### config.mk
export PLATFORM = sky130hd
export DESIGN_NAME = lea_message_loader
export DESIGN_NICKNAME = d
export VERILOG_FILES = /design/src/rtl/lea_message_loader.sv
export SDC_FILE = /design/constraint.sdc
export NUM_CORES = 1
export LEC_CHECK = 0
export ABC_AREA = 1
export CORE_UTILIZATION = 42
export DETAILED_ROUTE_END_ITERATION = 10
export PLACE_DENSITY = 0.88
export SYNTH_ARGS = -nofsm -noshare
export SYNTH_HDL_FRONTEND = slang
export SYNTH_SLANG_ARGS = --single-unit
### constraint.sdc
create_clock -name clk -period 1.4 [get_ports clk]
set_input_delay 0.35 -clock clk [delete_from_list [all_inputs] [get_ports clk]]
set_output_delay 0.35 -clock clk [all_outputs]
set_load 0.03 [all_outputs]
### src/rtl/lea_message_loader.sv
// Packs four WORD_W plaintext words into one LEA message block and strobes it into
// the message register when the core is ready. Optional macro: LEA_LOADER_BYTESWAP_EN.
module lea_message_loader #(
    parameter int WORD_W = 32,
    parameter int CNT_W  = 16
) (
    input  logic                  clk,
    input  logic                  rst,
    input  logic                  flush,
    input  logic                  in_valid,
    input  logic [WORD_W-1:0]     in_data,
    output logic                  in_ready,
    input  logic                  core_ready,
    output logic [4*WORD_W-1:0]   msg_data,
    output logic                  msg_ce,
    output logic [CNT_W-1:0]      blk_cnt,
    output logic [1:0]            dbg_state
);

    // Handshake: a word transfers at a rising edge where in_valid and in_ready are
    // both high and flush is low; the source holds in_valid/in_data until then.
    typedef enum logic [1:0] {
        FILL  = 2'd0,
        HOLD  = 2'd1,
        ISSUE = 2'd2
    } state_t;

    state_t                state_q, state_d;
    logic [1:0]            idx_q, idx_d;
    logic [4*WORD_W-1:0]   msg_q, msg_d;
    logic [CNT_W-1:0]      cnt_q, cnt_d;
    logic [WORD_W-1:0]     store_word;

`ifdef LEA_LOADER_BYTESWAP_EN
    // Big-endian sources: reverse byte order so LEA sees its little-endian words.
    always_comb begin
        store_word = '0;
        for (int b = 0; b < WORD_W / 8; b++) begin
            store_word[8*b +: 8] = in_data[WORD_W-8-8*b +: 8];
        end
    end
`else
    assign store_word = in_data;
`endif

    always_ff @(posedge clk or negedge rst) begin
        if (!rst) begin
            state_q <= FILL;
            idx_q   <= '0;
            msg_q   <= '0;
            cnt_q   <= '0;
        end else begin
            state_q <= state_d;
            idx_q   <= idx_d;
            msg_q   <= msg_d;
            cnt_q   <= cnt_d;
        end
    end

    always_comb begin
        state_d  = state_q;
        idx_d    = idx_q;
        msg_d    = msg_q;
        cnt_d    = cnt_q;
        in_ready = 1'b0;
        msg_ce   = 1'b0;

        case (state_q)
            FILL: begin
                in_ready = 1'b1;
                if (in_valid && !flush) begin
                    for (int i = 0; i < 4; i++) begin
                        if (idx_q == i[1:0]) begin
                            msg_d[WORD_W*i +: WORD_W] = store_word;
                        end
                    end
                    idx_d = idx_q + 2'd1;
                    if (idx_q == 2'd3) begin
                        state_d = HOLD;
                    end
                end
            end
            HOLD: begin
                if (core_ready) begin
                    state_d = ISSUE;
                end
            end
            ISSUE: begin
                // The strobe and the count stand even if flush arrives this cycle.
                msg_ce  = 1'b1;
                cnt_d   = cnt_q + 1'b1;
                state_d = FILL;
                idx_d   = '0;
            end
            default: begin
                state_d = FILL;
                idx_d   = '0;
            end
        endcase

        if (flush) begin
            state_d = FILL;
            idx_d   = '0;
        end
    end

    assign msg_data  = msg_q;
    assign blk_cnt   = cnt_q;
    assign dbg_state = state_q;

endmodule

==> results_dict.tcl <==
set metrics [dict create \
    avgSynthCellArea_sq_um 10.1 \
    cts_tree "built" \
    drive_gt1_share_pct 41.3 \
    num_io_pins 185 \
    synth_top_area_share_pct 63.0 \
    avgRoutedWirePerCell_microns 16.3 \
    coreArea_sq_um 13500 \
    fin_crit_sh_pct 112 \
    status "finished with violations" \
    vias 5010 \
    ir_drop_mv 0.784 \
    rsz0062_at_grt "true" \
    area_growth_pct 52.9 \
    synth_cell_types 20 \
    synth.most_common_cell "nand2_1" \
    clock_latency_ns 0.41 \
    yosysTopAreaCell "dfrtp_1" \
    antenna_found_initial 0 \
    fin_ws_ns -0.165 \
    final-max-slew-violation-count 0 \
    p_total_mw 15.2 \
    place_congestion 0.842 \
    seq_area_frac_synth_pct 63.0 \
    violations "setup timing" \
    fin_area_sq_um 8990 \
    die_w_microns 120 \
    power_leakage_nw 4.61 \
    antenna_cells 0 \
    synthTopCellsByCount "167 x nand2_1, 148 x dfrtp_1, 69 x o21ai_0" \
    yosys-top-cells-area "dfrtp_1 63%, nand2_1 11%, o21ai_0 5.9%, inv_1 3.6%, o21ai_1 3.5%" \
    place_ws_ns -0.408 \
    fillCellCount 1019 \
    drt-total-wl_microns 16400 \
    synth-async-reset-ratio_pct 100 \
    max_freq_ghz 0.639 \
    synth_cells 583 \
    cellPowerDensity_nw_per_um2 1690 \
    setup_violations 133 \
    cp_data_required_time_ns 1.69 \
    drt_iter0_drc 227 \
    grt_pass1_vias 4801 \
    cts_inserted_buffers 17 \
    grt_pass1_wl_microns 24800 \
    drc 0 \
    clock_skew_ns 0.00639 \
    clk_pin_slew_ns 0.06 \
    path_class "flop to flop" \
    cp-end-kind "flop" \
    portBuffers 184 \
    period_minus_slack_ns 1.56 \
    tightestPinTransition_ns 0.293 \
    ys.flop_type "dfrtp_1" \
    synth_edf_count 0 \
    grt-ovfl-total 0 \
    grt_max_degree 38 \
    routed_via_density 4.98 \
    nets 860 \
    hp-class "primary input to async pin" \
    dr.pass1.iters 5 \
    start_util_pct 43.7 \
    fp.dieH_microns 120 \
    cts_root_buf "clkbuf_16" \
    dieArea_sq_um 14500 \
    startpoint_type "flop" \
    cts_max_path_buffers 2 \
    worstPathMaxFanout 6 \
    numClockSinks 148 \
    track_usage_pct 22.3 \
    ant_nets 0 \
    yosysWarnings 0 \
    htree_num_levels 4 \
    placed_cell_area_sq_um 8190 \
    row_count 42 \
    crit_arrival_ns 1.85 \
    drv_cap 0 \
    finalHoldViolCount 0 \
    max_slew_margin_pct 80.5 \
    synth_area_sq_um 5880 \
    dp_hpwl_microns 10300 \
    synth_seq_cells 148 \
    synth_fp_nets 625 \
]
[path summary, 6_finish.rpt]
kind,start,cells after the start,endpoint,slack (ns)
max in group asynchronous,rst,3,msg_data[39],0.49
worst max register to register,dbg_state[1],9,msg_data[55],-0.16
worst min register to register,msg_data[107],2,msg_data[107],0.49
min in group clk,core_ready,3,dbg_state[1],0.47
worst min-delay path,rst,2,msg_data[81],0.38
worst max-delay path,dbg_state[1],9,msg_data[55],-0.16
[cell families (layout without fill, tap and decap cells)]
family          after synthesis  after routing  share of synthesized area, %
simple gates                205            206                          14.5
flops                       148            148                          63.0
compound gates              132            132                          12.6
buf+inv                      83            330                          7.32
xor+xnor                     10             10                          1.49
fa+ha+maj                     5              5                          1.06
[placed cells by master (no fill, tap or decap), types with 6 or more instances in the layout]
cell type,count
nand2_4,18
o21ai_2,37
nand3_1,6
inv_1,56
buf_4,76
nor2_1,11
o21ai_1,60
nor2_4,7
buf_6,11
clkbuf_16,22
buf_2,79
o21ai_0,35
clkinvlp_4,6
nand2_1,119
buf_12,29
nand2_2,35
clkdlybuf4s50_1,35
nand4_1,6
dfrtp_1,144
[critical path, cell delays in order, from the launching register on]
cell	delay, ns
dfrtp_2	0.42
buf_6	0.12
nor2_4	0.13
nand2_4	0.08
nor2_8	0.13
buf_4	0.14
nand2_4	0.09
buf_12	0.17
nand2_1	0.06
o21ai_0	0.09
[state kept, by name, indices dropped and copies added (netlist names)]
signal,flops
dbg_state,2
idx_q,2
blk_cnt,16
msg_data,128
[report_power, final]
group	total, mW	switching [mW]	internal, mW
Sequential	5.91	0.695	5.21
Combinational	5.08	3.17	1.91
Clock	4.21	1.73	2.47
Total	15.2	5.60	9.60
[cell type report]
cell class | count | area [sq um] | share of cell area [%]
well taps | 176 | 220 | 2.45
flip-flops and latches | 148 | 3710 | 41.2
multi-input cells | 353 | 2060 | 23.0
clock inverters | 13 | 109 | 1.21
repair buffers | 240 | 2230 | 24.8
inverters | 58 | 220 | 2.45
clock buffers | 19 | 443 | 4.93
[per-layer routing]
layer	part of all wire (%)	track usage (%)	up-vias	wire [microns]
li1	-	-	2344	-
met1	41	27.2	2455	6710
met2	51	37.6	177	8350
met3	6.1	5.85	34	1010
met4	2.2	8.95	0	355
met5	0	0	-	0
[repair_timing]
action	in CTS	in global routing
endpoints found under the setup margin	99	151
resized for setup	452	97
endpoints found under the hold margin	20	0
setup buffers	9	13
pin swaps	5	6
hold buffers	1	0
cloned	2	6
[through the flow]
stage	utilization [%]	hold slack, ns	setup TNS [ns]	cells
after detailed placement	60.9	0.246	-47.59	945
after global routing	66.8	0.388	-23.05	1007
after global placement	60.9	0.245	-44.52	945
after floorplan	-	0.0544	-1.47	583
after CTS	63.0	0.365	-9.62	988
final	66.8	0.381	-13.32	1007
No activity file was read; power rests on OpenSTA's default activity.
==> variant: new RTL, config.mk and constraints unchanged <==
Put one more register stage on the output `blk_cnt`, with the module's reset. The value now appears one clock later. The other outputs are not delayed to match.
--- a/src/rtl/lea_message_loader.sv
+++ b/src/rtl/lea_message_loader.sv
@@ -106,5 +106,11 @@
 
     assign msg_data  = msg_q;
-    assign blk_cnt   = cnt_q;
+    always_ff @(posedge clk or negedge rst) begin
+        if (!rst) begin
+            blk_cnt <= '0;
+        end else begin
+            blk_cnt <= cnt_q;
+        end
+    end
     assign dbg_state = state_q;
 
Behaviour: no difference found for any inputs over 4 cycles, from zero or initial values and one cycle with rst low; that may be too few to reach the edited logic, so the function may still have changed.
==> variant against the unedited design <==
  * Critical path depth down 2
  * Area after synthesis up 9.0%
  * Cell area up 11%
  * Sequential share of layout area up 0.13 points
  * Power up 12%
  * Largest power group unchanged
  * Core utilization up 0.80 points
  * Sequential cell count up 16
  * Non-clock buffer count down 3
  * Critical endpoint is now msg_data[8]$_DFFE_PN0P_
  * The flow finishes with violations (design-rule violations, negative setup slack)
  * Wire length up 11%
  * Setup slack worse by 3.4 ps
==> variant: results <==
timing:
  skew_ps: 9.474
  finalSetupViolations: 134
  timing.final.ws_setup_ps: -168.4
  tns_ps: -15780
  slew_headroom_pct: 74.40
synthesis:
  syn_nets: 636
  ys_seq_area_share_pct: 64.05
  yosys-top-cells-area: "dfrtp_1 (64%), nand2_1 (9.6%), o21ai_2 (7.0%), o21ai_1 (5.6%), buf_6 (3.9%)"
  synth_common_cells: "dfrtp_1 (164), nand2_1 (164), o21ai_1 (72), inv_1 (54), o21ai_2 (51)"
route:
  vias: 5183
  drc_errors: 16
  wl_per_cell_um: 17.86
  dr.pass1.iters: 8
  drt_iter0_drc: 224
place:
  dp_cells: 968
  routabilityCongestion: 0.8043
  hpwl_um: 10540
  dp_slack_ps: -445.4
power:
  vdd.ir_drop.worst_mv: 0.8257
  leakagePower_nw: 4.978
worst_setup_path:
  path_max_fanout: 10
  worstPathArrival_ps: 1870
  cp-endpoint: "msg_data[8]$_DFFE_PN0P_"
  worst_r2r_path_depth: 7
cells_and_area:
  fill_cells: 1044
  final_nets: 868
  fin_cells: 1023
  drive_gt1_share_pct: 48.03
status:
  status: "complete, but fails checks"
  violations: "design-rule violations, negative setup slack"
global_route:
  grt_use_total_pct: 21.54
  grt_pass1_wl_um: 26210
  grt_pass1_vias: 4966
  antenna_found_initial: 0
## variant: logic make-up after synthesis
family	share of synthesized area, %
buffers and inverters	7.381
xor gates and xnor gates	1.367
AOI/OAI and AO/OA	13.22
adders and majority gates	0.9764
and+or+nand+nor	13.01
DFF	64.05
## variant: critical path, cell delays in order, from the launching register on
cell and delay [ps]:
dfrtp_2 460, buf_6 140, nor3_4 220, buf_12 180, nand2_8 120, clkbuf_16 210, nand2_2 60, o21ai_2 50
## variant: cell type report
cell class	instances	area, um^2	share of cell area, %
flip-flops and latches	164	4114	41.38
multi-input cells	351	2477	24.92
repair buffers	237	2346	23.60
clock buffers	25	495.5	4.984
well taps	184	230.2	2.316
inverters	55	206.4	2.077
clock inverters	7	72.57	0.7299
## variant: per-stage QoR
stage	hold WS [ps]	power [W]	instance area, um^2
finish	400.3	0.01695	9942
global route	406.1	0.01764	9942
CTS	392.8	0.01642	9251
detailed placement	278.0	0.01250	8770
global placement	283.0	0.01235	8770
floorplan	54.41	0.009569	6504
## variant: routing by layer
| metal | part of all wire, % | up-vias | wire [um] | GRT usage, % |
|---|---|---|---|---|
| met3 | 6.2 | 28 | 1129 | 5.819 |
| met4 | 1.8 | 0 | 333 | 6.671 |
| met1 | 41 | 2566 | 7527 | 27.41 |
| li1 | - | 2388 | - | - |
| met2 | 51 | 201 | 9284 | 35.85 |
| met5 | 0 | - | 0 | 0 |
## variant: repair_timing
item	CTS	global route
cloned	6	8
setup buffers	10	2
pin swaps	2	8
resized for setup	525	182
hold buffers	1	0
hold endpoints to repair	27	0
endpoints found under the setup margin	215	146
## variant: power by group
part           leakage, nW  switching (W)  internal (W)
sequential            2.13       0.000858       0.00576
clock                0.274        0.00185       0.00264
combinational         2.57        0.00355       0.00229
total                 4.98        0.00626        0.0107
